--- src/rtl/encode_function_pkg.sv ---
// Shared constants for the serial 8b/10b link encoder: comma words, state codes and
// the RD- forms of the 5b/6b and 3b/4b sub-block tables (bit a / bit f held in the MSB).
package encode_function_pkg;

  localparam logic [9:0] tenpos = 10'b1001111100;
  localparam logic [9:0] tenneg = 10'b0110000011;

  localparam logic [0:0] st_train = 1'b0;
  localparam logic [0:0] st_run   = 1'b1;

  // Legal control words: K28.0-7, K23.7, K27.7, K29.7, K30.7.
  function automatic logic legal_k(input logic [7:0] b);
    return (b[4:0] == 5'd28) || (b == 8'hf7) || (b == 8'hfb) || (b == 8'hfd) || (b == 8'hfe);
  endfunction

  function automatic logic [5:0] code6(input logic [4:0] x, input logic k);
    logic [5:0] c;
    unique case (x)
      5'd0:  c = 6'b100111;  5'd1:  c = 6'b011101;  5'd2:  c = 6'b101101;  5'd3:  c = 6'b110001;
      5'd4:  c = 6'b110101;  5'd5:  c = 6'b101001;  5'd6:  c = 6'b011001;  5'd7:  c = 6'b111000;
      5'd8:  c = 6'b111001;  5'd9:  c = 6'b100101;  5'd10: c = 6'b010101;  5'd11: c = 6'b110100;
      5'd12: c = 6'b001101;  5'd13: c = 6'b101100;  5'd14: c = 6'b011100;  5'd15: c = 6'b010111;
      5'd16: c = 6'b011011;  5'd17: c = 6'b100011;  5'd18: c = 6'b010011;  5'd19: c = 6'b110010;
      5'd20: c = 6'b001011;  5'd21: c = 6'b101010;  5'd22: c = 6'b011010;  5'd23: c = 6'b111010;
      5'd24: c = 6'b110011;  5'd25: c = 6'b100110;  5'd26: c = 6'b010110;  5'd27: c = 6'b110110;
      5'd28: c = k ? 6'b001111 : 6'b001110;
      5'd29: c = 6'b101110;  5'd30: c = 6'b011110;  5'd31: c = 6'b101011;
      default: c = 6'b100111;
    endcase
    return c;
  endfunction

  function automatic logic [3:0] code4(input logic [2:0] y, input logic k, input logic alt7);
    logic [3:0] c;
    unique case (y)
      3'd0: c = 4'b1011;
      3'd1: c = k ? 4'b0110 : 4'b1001;
      3'd2: c = k ? 4'b1010 : 4'b0101;
      3'd3: c = 4'b1100;
      3'd4: c = 4'b1101;
      3'd5: c = k ? 4'b0101 : 4'b1010;
      3'd6: c = k ? 4'b1001 : 4'b0110;
      3'd7: c = (k || alt7) ? 4'b0111 : 4'b1110;
      default: c = 4'b1011;
    endcase
    return c;
  endfunction

endpackage

--- src/rtl/encode_function_encode.sv ---
// Combinational 8b/10b word encoder; dispin/dispout use 1 for positive disparity.
module encode_function_encode
  import encode_function_pkg::*;
(
  input  logic [8:0] datain,
  input  logic       dispin,
  output logic [9:0] dataout,
  output logic       dispout,
  output logic       kerr
);

  logic [4:0] x;
  logic [2:0] y;
  logic       k;
  logic [5:0] c6;
  logic [3:0] c4;
  logic       unbal6, unbal4, mid, alt7;

  always_comb begin
    k      = datain[8];
    x      = datain[4:0];
    y      = datain[7:5];
    kerr   = k && !legal_k(datain[7:0]);

    c6     = code6(x, k);
    unbal6 = ($countones(c6) != 3);
    if (dispin && (unbal6 || x == 5'd7)) c6 = ~c6;
    mid    = unbal6 ? ~dispin : dispin;

    // D.x.A7 avoids a run of five equal bits across the sub-block seam.
    alt7   = (!mid && (x == 5'd17 || x == 5'd18 || x == 5'd20)) ||
             ( mid && (x == 5'd11 || x == 5'd13 || x == 5'd14));
    c4     = code4(y, k, alt7);
    unbal4 = ($countones(c4) != 2);
    if (mid && (k || unbal4 || y == 3'd3)) c4 = ~c4;
    dispout = unbal4 ? ~mid : mid;

    // Bit a leaves the wire first, so it lands in dataout[0].
    for (int i = 0; i < 6; i++) dataout[i] = c6[5 - i];
    for (int i = 0; i < 4; i++) dataout[6 + i] = c4[3 - i];
  end

endmodule

--- src/rtl/encode_function.sv ---
// Serial 8b/10b link transmitter: comma training after reset/retrain, then one word per
// 10-cycle slot with idle commas when the source has nothing to send.
module encode_function
  import encode_function_pkg::*;
#(
  parameter int unsigned TRAIN_WORDS = 16
) (
  input  logic       bitclk,
  input  logic       rst,
  input  logic [8:0] signal,
  input  logic       valid,
  output logic       ready,
  input  logic       train,
  output logic       sigOut,
  output logic       LinkOut,
  output logic       kerr
);

  localparam int unsigned TW = (TRAIN_WORDS > 1) ? $clog2(TRAIN_WORDS) : 1;

  logic [3:0]    cnt_q;
  logic [9:0]    word_q, word_d;
  logic          rd_q, rd_d;
  logic [0:0]    state_q;
  logic [TW-1:0] tcount_q;
  logic          train_pend_q;
  logic          sig_q, kerr_q;
  logic          boundary, accept;
  logic [9:0]    enc_word;
  logic          enc_disp, enc_kerr;

  encode_function_encode u_encode (
    .datain  (signal),
    .dispin  (rd_q),
    .dataout (enc_word),
    .dispout (enc_disp),
    .kerr    (enc_kerr)
  );

  always_comb begin
    boundary = (cnt_q == 4'd9);
    ready    = (state_q == st_run) && boundary;
    accept   = ready && valid;
    // Idle fill and rejected K words both become a comma of the current polarity.
    word_d   = rd_q ? tenneg : tenpos;
    rd_d     = ~rd_q;
    if (accept && !enc_kerr) begin
      word_d = enc_word;
      rd_d   = enc_disp;
    end
  end

  always_ff @(posedge bitclk or posedge rst) begin
    if (rst) begin
      cnt_q        <= 4'd0;
      word_q       <= tenpos;
      rd_q         <= 1'b0;
      state_q      <= st_train;
      tcount_q     <= '0;
      train_pend_q <= 1'b0;
      sig_q        <= 1'b0;
      kerr_q       <= 1'b0;
    end else begin
      sig_q  <= word_q[cnt_q];
      kerr_q <= accept && enc_kerr;
      if (state_q == st_run && train) train_pend_q <= 1'b1;
      if (boundary) begin
        cnt_q        <= 4'd0;
        word_q       <= word_d;
        rd_q         <= rd_d;
        train_pend_q <= 1'b0;
        if (state_q == st_train) begin
          if (tcount_q == TW'(TRAIN_WORDS - 1)) begin
            state_q  <= st_run;
            tcount_q <= '0;
          end else begin
            tcount_q <= tcount_q + TW'(1);
          end
        end else if (train_pend_q || train) begin
          state_q  <= st_train;
          tcount_q <= '0;
        end
      end else begin
        cnt_q <= cnt_q + 4'd1;
      end
    end
  end

  assign sigOut  = sig_q;
  assign LinkOut = (state_q == st_run);
  assign kerr    = kerr_q;

endmodule

--- config.mk ---
export PLATFORM = sky130hd
export DESIGN_NAME = encode_function
export DESIGN_NICKNAME = d
export VERILOG_FILES = /design/src/rtl/encode_function_pkg.sv /design/src/rtl/encode_function_encode.sv /design/src/rtl/encode_function.sv
export SDC_FILE = /design/constraint.sdc
export NUM_CORES = 1
export LEC_CHECK = 0
export ABC_AREA = 0
export BUFFER_PORTS_ARGS = -buffer_cell sky130_fd_sc_hd__buf_2
export CAP_MARGIN = 20
export CORE_MARGIN = 2
export CORE_UTILIZATION = 38
export CTS_CLUSTER_DIAMETER = 200
export DETAILED_ROUTE_END_ITERATION = 10
export PLACE_DENSITY = 0.58
export SKIP_CTS_REPAIR_TIMING = 1
export SYNTH_ARGS = -nofsm -noshare
export SYNTH_HDL_FRONTEND = slang
export SYNTH_SLANG_ARGS = --single-unit
--- constraint.sdc ---
create_clock -name bitclk -period 10.1 [get_ports bitclk]
set_input_delay 1.01 -clock bitclk [delete_from_list [all_inputs] [get_ports bitclk]]
set_output_delay 1.01 -clock bitclk [all_outputs]
set_load 0.01 [all_outputs]
==> metrics.md, run 1 <==
| Metric | Value |
|---|---|
| Logic pwr share | 37.4% |
| RSZ-0062 raised after global routing | false |
| Inserted Clock Buffers | 3 |
| Post-Synthesis Cell Area | ~2000 um^2 |
| Reg power frac | 41.1% |
| Max-Cap Viols | 0 |
| Slew at the pin closest to its max-slew limit | approximately 850 ps |
| Post-synth EDFFs | 0 |
| First-pass GRT wire length | 6.285 mm |
| Pwr/cell area | 128.0 nW/um^2 |
| Io pins | 17 |
| Rel. slew slack | 42.96% |
| Startpoint types | primary input |
| Synthesized flop and latch total | 23 |
| CTS Sinks | 23 |
| Synth Instances | about 230 |
| CP Data Required Time | roughly 10000 ps |
| Setup WS pre-CTS | around 3500 ps |
| Placed cells | roughly 300 |
| Router iterations before antenna repair | 4 |
| Final Power | 0.2667 mW |
| DP Wirelength | between 2 and 3 mm |
| FF-to-FF setup slack | 6440 ps |
| Initial antenna violation count | 0 |
| Clk_skew | between 9 and 10 ps |
| Layout net count | ~260 |
| Post-synthesis async set-or-reset flop share | 100.0% |
| Post-Syn Nets | 251 |
| Maximum root-to-sink buffer count | 2 |
| Global placer's final weighted congestion | 0.8181 |
| IO Port Bufs | 16 |
| Power Internal | about 0.18 mW |
| Ys Warns | 0 |
| Syn avg cell area | between 8 and 9 um^2 |
| Most frequent cells in the layout | 23 x nand2_1, 22 x nor2_1, 19 x a21oi_1, 17 x dfrtp_1, 16 x buf_2 |
| Clock root buffer | clkbuf_8 |
| Outcome | finished clean |
| DIE AREA | approximately 5700 um^2 |
| Routed vias/inst | 5.213 |
| All-Layer GR Usage | 13.88% |
| Final min period | roughly 6400 ps |
| Share of cells above drive strength 1 | between 10% and 20% |
| Clk slew on worst S/H paths | 90 ps |
| Switching Share | 33.58% |
| Max rail drop VDD | between 0.04 and 0.05 mV |
| Endpoints failing setup | 0 |
| CTS tree | done |
| Core area | between 5000 and 6000 um^2 |
| CP arrival | about 6500 ps |
| Fmax | roughly 160 MHz |
| Vias in the first global route | 1319 |
| Top_reg_cell synth | dfrtp_1 |
| Die Height | around 76 um |
| Hold slack final | between 400 and 500 ps |
| Rows | 26 |
| H-tree depth | 1 |
| Via count | between 1500 and 2000 |
| WL final | approximately 3.8 mm |
| Slew Viols, Final | 0 |
| Fillers | 534 |
| Starting Density | around two fifths |
| Crit-path max FO | 18 |
| Setup TNS | 0 ps |
| DRC viols | 0 |
| DRT iter0 DRCs | between 90 and 100 |
| WL/cell | about 13 um |
| Cell Count, Final, Fillers Out | 300 |
| Die W | 75.76 um |
| Clk_lat worst skew | roughly 260 ps |
| DRT antenna net count | 0 |
| Final Cycle Share | a little over three fifths |
| Final worst slack | ~3700 ps |
| Leakage Power | roughly 0.86 nW |
| Commonest non-fill, non-tap cell in the layout | nand2_1 |
| Antenna cells | 0 |
| Register area share after synthesis | about 30% |
| Largest net degree at the start of global routing | 24 |
| Area Growth Syn to Fin | 6.458% |
| Hold Crit Class | flip-flop to flip-flop |
| Synth unique cells | 52 |
| Switching power total | 0.08956 mW |
| CP Class | primary input to flip-flop |
| CP Capture Type | flip-flop |
| Gr ovfl total | 0 |
| Clock power frac | between 20 and 25% |
| Endpoints failing hold | 0 |
-- cells in the mapped netlist (3+ instances only) --
library cell | number | share of area (%)
dfstp_2 | 6 | 8.1
xor2_1 | 8 | 3.6
a21oi_1 | 19 | 4.9
ha_1 | 8 | 5.1
clkbuf_1 | 8 | 1.5
nor3_1 | 5 | 1.3
o21ai_0 | 14 | 3.6
and2_1 | 3 | 0.96
fa_1 | 3 | 3.1
nor2b_1 | 3 | 0.96
a21o_1 | 4 | 1.5
a22o_1 | 4 | 1.8
buf_2 | 6 | 1.5
nand2b_1 | 3 | 0.96
nand3_1 | 7 | 1.8
dfrtp_1 | 17 | 22
xnor2_1 | 7 | 3.1
o21ai_1 | 3 | 0.77
o31ai_1 | 3 | 1.2
inv_1 | 5 | 0.96
nand2_1 | 23 | 4.4
nor2_1 | 22 | 4.2
mux2i_1 | 5 | 2.6
-- layer usage --
metal  vias to the layer above  share of wire [%]  routed length, um  track usage [%]
met3                         2                1.5                 57            1.190
met1                       736                 53               2007            20.68
met2                        13                 45               1710            20.98
met4                         0               0.79                 30            4.678
met5                         -                  0                  0                0
li1                        813                  -                  -                -
-- metrics by stage --
stage                     area, um^2  utilization (%)
final                           2083            41.32
after floorplan                 1957                -
after global routing            2083            41.32
after detailed placement        2038            40.42
after global placement          2038            40.42
after CTS                       2083            41.32
-- cell type report --
class	count	area, um^2	share of cell area (%)
Multi-Input combinational cell	180	1261	60.54
Sequential cell	23	583.1	27.99
Tap cell	70	87.58	4.204
Timing Repair Buffer	16	80.08	3.844
Clock buffer	4	45.04	2.162
Inverter	7	26.28	1.261
-- power by group through the flow --
stage	clock network (mW)	registers [mW]	logic, mW
2_1_floorplan	0	0.110	0.0816
3_3_place_gp	0	0.111	0.0985
3_5_place_dp	0	0.111	0.100
4_1_cts	0.0585	0.110	0.101
5_1_grt	0.0631	0.111	0.114
6_report	0.0574	0.110	0.0996
-- final timing paths --
check,startpoint,end,cells after the start
setup reg to reg,rd_q,word_q[8],11
hold / removal,word_q[2],word_q[2],2
min in group asynchronous,rst,tcount_q[0],2
setup / recovery,signal[1],word_q[8],19
hold reg to reg,word_q[2],word_q[2],2
max in group asynchronous,rst,sigOut,2
-- worst max-delay path, cell delays in order --
cell      delay, ps
buf_2           270
a21boi_1        200
o22ai_1          90
a221oi_1        560
ha_1            350
fa_1            420
ha_1            270
and4bb_2        250
xnor2_1         260
mux2i_1         150
a311o_1         410
ha_1            280
ha_1            210
fa_1            470
or3b_2          480
o31a_2          360
xor2_1          170
o31ai_1         210
o21ai_1          80
-- state kept, by name (all words and copies together), names as in the netlist --
signal	flops
word_q	10
rd_q	1
cnt_q	4
kerr	1
tcount_q	4
train_pend_q	1
sigOut	1
LinkOut	1
-- cell families after synthesis --
kind of cell             synth area share (%)
AND/OR/NAND/NOR                         18.86
AO/OA/AOI/OAI                           22.83
buffers and inverters                   5.755
flip-flops                              29.80
XOR/XNOR                                7.545
adder cells (fa/ha/maj)                 9.208
multiplexers                            6.010
Note: power is estimated with default switching activity, not from simulation.
==> run 2, diff against run 1 <==
--- a/config.mk
+++ b/config.mk
@@ -5,14 +5,14 @@
 export SDC_FILE = /design/constraint.sdc
 export NUM_CORES = 1
 export LEC_CHECK = 0
-export ABC_AREA = 0
+export ABC_AREA = 1
 export BUFFER_PORTS_ARGS = -buffer_cell sky130_fd_sc_hd__buf_2
 export CAP_MARGIN = 20
 export CORE_MARGIN = 2
 export CORE_UTILIZATION = 38
 export CTS_CLUSTER_DIAMETER = 200
 export DETAILED_ROUTE_END_ITERATION = 10
-export PLACE_DENSITY = 0.58
+export PLACE_DENSITY = 0.6
 export SKIP_CTS_REPAIR_TIMING = 1
 export SYNTH_ARGS = -nofsm -noshare
 export SYNTH_HDL_FRONTEND = slang
==> constraint.sdc (replaced) <==
create_clock -name bitclk -period 5.5 [get_ports bitclk]
set_input_delay 0.55 -clock bitclk [delete_from_list [all_inputs] [get_ports bitclk]]
set_output_delay 0.55 -clock bitclk [all_outputs]
set_load 0.01 [all_outputs]
==> metrics.md, run 2 <==
| Metric | Value |
|---|---|
| Dominant cell type by area after synthesis | dfrtp_1 |
| Final core utilization | 43.31% (+2.0 points) |
| Slew at the pin closest to its max-slew limit | 827.6 ps (-27.12 ps) |
| Outcome | finished clean |
| Post-synthesis async set-or-reset flop share | 100.0% (unchanged) |
| Post-synth EDFFs | 0 (unchanged) |
| CP Data Required Time | 5660 ps (-4580 ps) |
| Global placer's final weighted congestion | 0.9355 (+14%) |
| Dpl cell area | 2161 um^2 (+6.0%) |
| Antenna cells | 0 (unchanged) |
| Final Cycle Share | ~92% |
| CTS tree | done |
| Max reg flops | 10 (unchanged) |
| Setup TNS | 0 ps (unchanged) |
| Clk slew on worst S/H paths | 80 ps (about the same) |
| Endpoints failing hold | 0 (unchanged) |
| Fmax | ~200 MHz |
| Core area | 5107 um^2 (+1.3%) |
| Post-Syn Nets | 327 (+30%) |
| Share of the synthesized area in the top cell type | 21.22% (-0.52 points) |
| DRC viols | 0 (unchanged) |
| Synthesized flop and latch total | 23 (unchanged) |
| Max-Cap Viols | 0 (unchanged) |
| CP arrival | 5220 ps (-1270 ps) |
| Clk_skew | 5.244 ps (-3.907 ps) |
| Commonest non-fill, non-tap cell in the layout | nand2_1 |
| Worst reg2reg path depth | 16 (+5) |
| Largest net degree at the start of global routing | 24 (unchanged) |
| WL final | 4.712 mm (+24%) |
| Gr ovfl total | 0 (unchanged) |
| Top post-synthesis cells by area | dfrtp_1 21%, nand2_1 15%, nand3_1 11%, dfstp_2 7.9%, nor2_1 6.9% |
| Most frequent cells in the layout | 80 x nand2_1, 43 x nand3_1, 37 x nor2_1, 29 x inv_1, 17 x dfrtp_1 |
| Final Power | 0.5203 mW (+95%) |
| Biggest register | word_q |
| Rel. slew slack | 44.77% (+1.8 points) |
| Post-Synthesis Cell Area | 2004 um^2 (+2.4%) |
| Vias in the first global route | 1857 (+41%) |
| Max rail drop VDD | 0.09868 mV (+110%) |
| Top_reg_cell synth | dfrtp_1 |
| Top Registers | word_q x10, cnt_q x4, tcount_q x4 |
| RSZ-0062 raised after global routing | false |
| Slowest cell on the critical path | fa_1 |
| CP dominant cell by count | nand2_1 |
| Clk_lat worst skew | 260 ps (about the same) |
| Most numerous cell in the Yosys netlist | nand2_1 |
| Inserted Clock Buffers | 3 (unchanged) |
| First-pass GRT wire length | 8.369 mm (+33%) |
| Ys Warns | 0 (unchanged) |
| Rows | 26 (unchanged) |
| Initial antenna violation count | 0 (unchanged) |
| Max incr delay on CP | 470 ps (-90 ps) |
| IO Port Bufs | 16 (unchanged) |
| Via count | 1989 (+27%) |
| H-tree depth | 1 (unchanged) |
| CTS Sinks | 23 (unchanged) |
| Io pins | 17 (unchanged) |
| Syn avg cell area | 6.615 um^2 (-23%) |
| Crit-path max FO | 6 (-12) |
| CP Capture Type | flip-flop |
| Leakage Power | 1.069 nW (+24%) |
| Die W | 76.63 um (+1.1%) |
| Hold slack final | 438.5 ps (-45.43 ps) |
| Top post-synthesis cells by count | 80 x nand2_1, 43 x nand3_1, 37 x nor2_1 |
| Pwr/cell area | 235.2 nW/um^2 (+84%) |
| Synth unique cells | 33 (-37%) |
| Final min period | between 5000 and 6000 ps |
| DP Wirelength | 3.746 mm (+32%) |
| Share of cells above drive strength 1 | 14.06% (-2.5 points) |
| All-Layer GR Usage | 16.98% (+3.1 points) |
| Die Height | 76.63 um (+1.1%) |
| CP Class | primary input to flip-flop |
| Fin area | 2212 um^2 (+6.2%) |
| DRT iter0 DRCs | 82 (-17%) |
| DIE AREA | 5871 um^2 (+2.3%) |
| Synth Instances | 303 (+33%) |
| Layout net count | 345 (+35%) |
| WL/cell | 12.08 um (-4.8%) |
| Area Growth Syn to Fin | 10.36% |
| Routed vias/inst | 5.100 (-2.2%) |
| Startpoint types | primary input |
| Router iterations before antenna repair | 5 (+1) |
| DRT antenna net count | 0 (unchanged) |
| Register area share after synthesis | 29.09% (-0.71 points) |
| Maximum root-to-sink buffer count | 2 (unchanged) |
| Slew Viols, Final | 0 (unchanged) |
| Endpoints failing setup | 0 (unchanged) |
| Clock root buffer | clkbuf_8 |
| Hold Crit Class | primary input to async pin |
| Starting Density | 39.25% (+0.44 points) |
==> run 2: cell types whose count changed in the layout (fill, tap and decap cells not counted), moves of 4 or more <==
cell and delta:
a22o_1 -4, mux2i_1 -4, inv_1 +24, nand2_1 +57, a21oi_1 -7, nor2_2 +4, xnor2_1 -5, a21o_1 -4
nand4_1 +4, nor2_1 +15, nand3_1 +36
==> run 2: final cells by class <==
class / instances / area (um^2)
fill: 568 / 2895
multi-input combinational: 241 / 1275
inverter: 35 / 132.6
clock buffer: 3 / 41.29
tap: 70 / 87.58
clock inverter: 1 / 5.005
timing repair buffer: 17 / 87.58
sequential: 23 / 583.1
==> run 2: cells by family after synthesis <==
logic type / after synthesis / synth area share (%)
flops: 23 / 29.09
fa+ha+maj: 11 / 7.990
simple gates: 179 / 38.76
xor+xnor: 7 / 3.059
buf+inv: 39 / 7.552
compound gates: 43 / 13.05
mux: 1 / 0.4994
==> run 2: path summary, 6_finish.rpt <==
kind                               end       from  slack, ps
min reg2reg                   cnt_q[3]   cnt_q[3]        460
min in group bitclk           cnt_q[3]   cnt_q[3]        460
max reg2reg                  word_q[7]       rd_q       2430
max in group asynchronous       sigOut        rst       4550
min                        tcount_q[0]        rst        440
max                          word_q[7]  signal[2]        440
==> run 2: stage by stage <==
step / std cells / setup WS (ps)
finish: 390 / 438.8
global route: 390 / 6.418
CTS: 390 / 259.1
detailed placement: 386 / -7.661
global placement: 386 / 124.2
floorplan: 303 / 537.8
==> run 2: critical path, delay by kind of cell <==
| kind | cells | cell delay [ps] |
|---|---|---|
| xor+xnor | 1 | 190 |
| fa+ha+maj | 6 | 1920 |
| compound gates | 2 | 340 |
| simple gates | 16 | 1890 |
| buf+inv | 4 | 310 |
==> run 2: report_power, final <==
| group | total [mW] | switching [mW] | leakage [nW] | internal (mW) |
|---|---|---|---|---|
| clock | 0.103 | 0.0529 | 0.0255 | 0.0505 |
| sequential | 0.206 | 0.0118 | 0.266 | 0.195 |
| combinational | 0.211 | 0.131 | 0.778 | 0.0793 |
| total | 0.520 | 0.196 | 1.07 | 0.324 |
==> run 2: per-layer routing <==
layer,wire [um],global-route usage [%]
met2,2182,27.35
met5,0,0
met4,102,6.545
met3,151,1.777
met1,2276,23.46
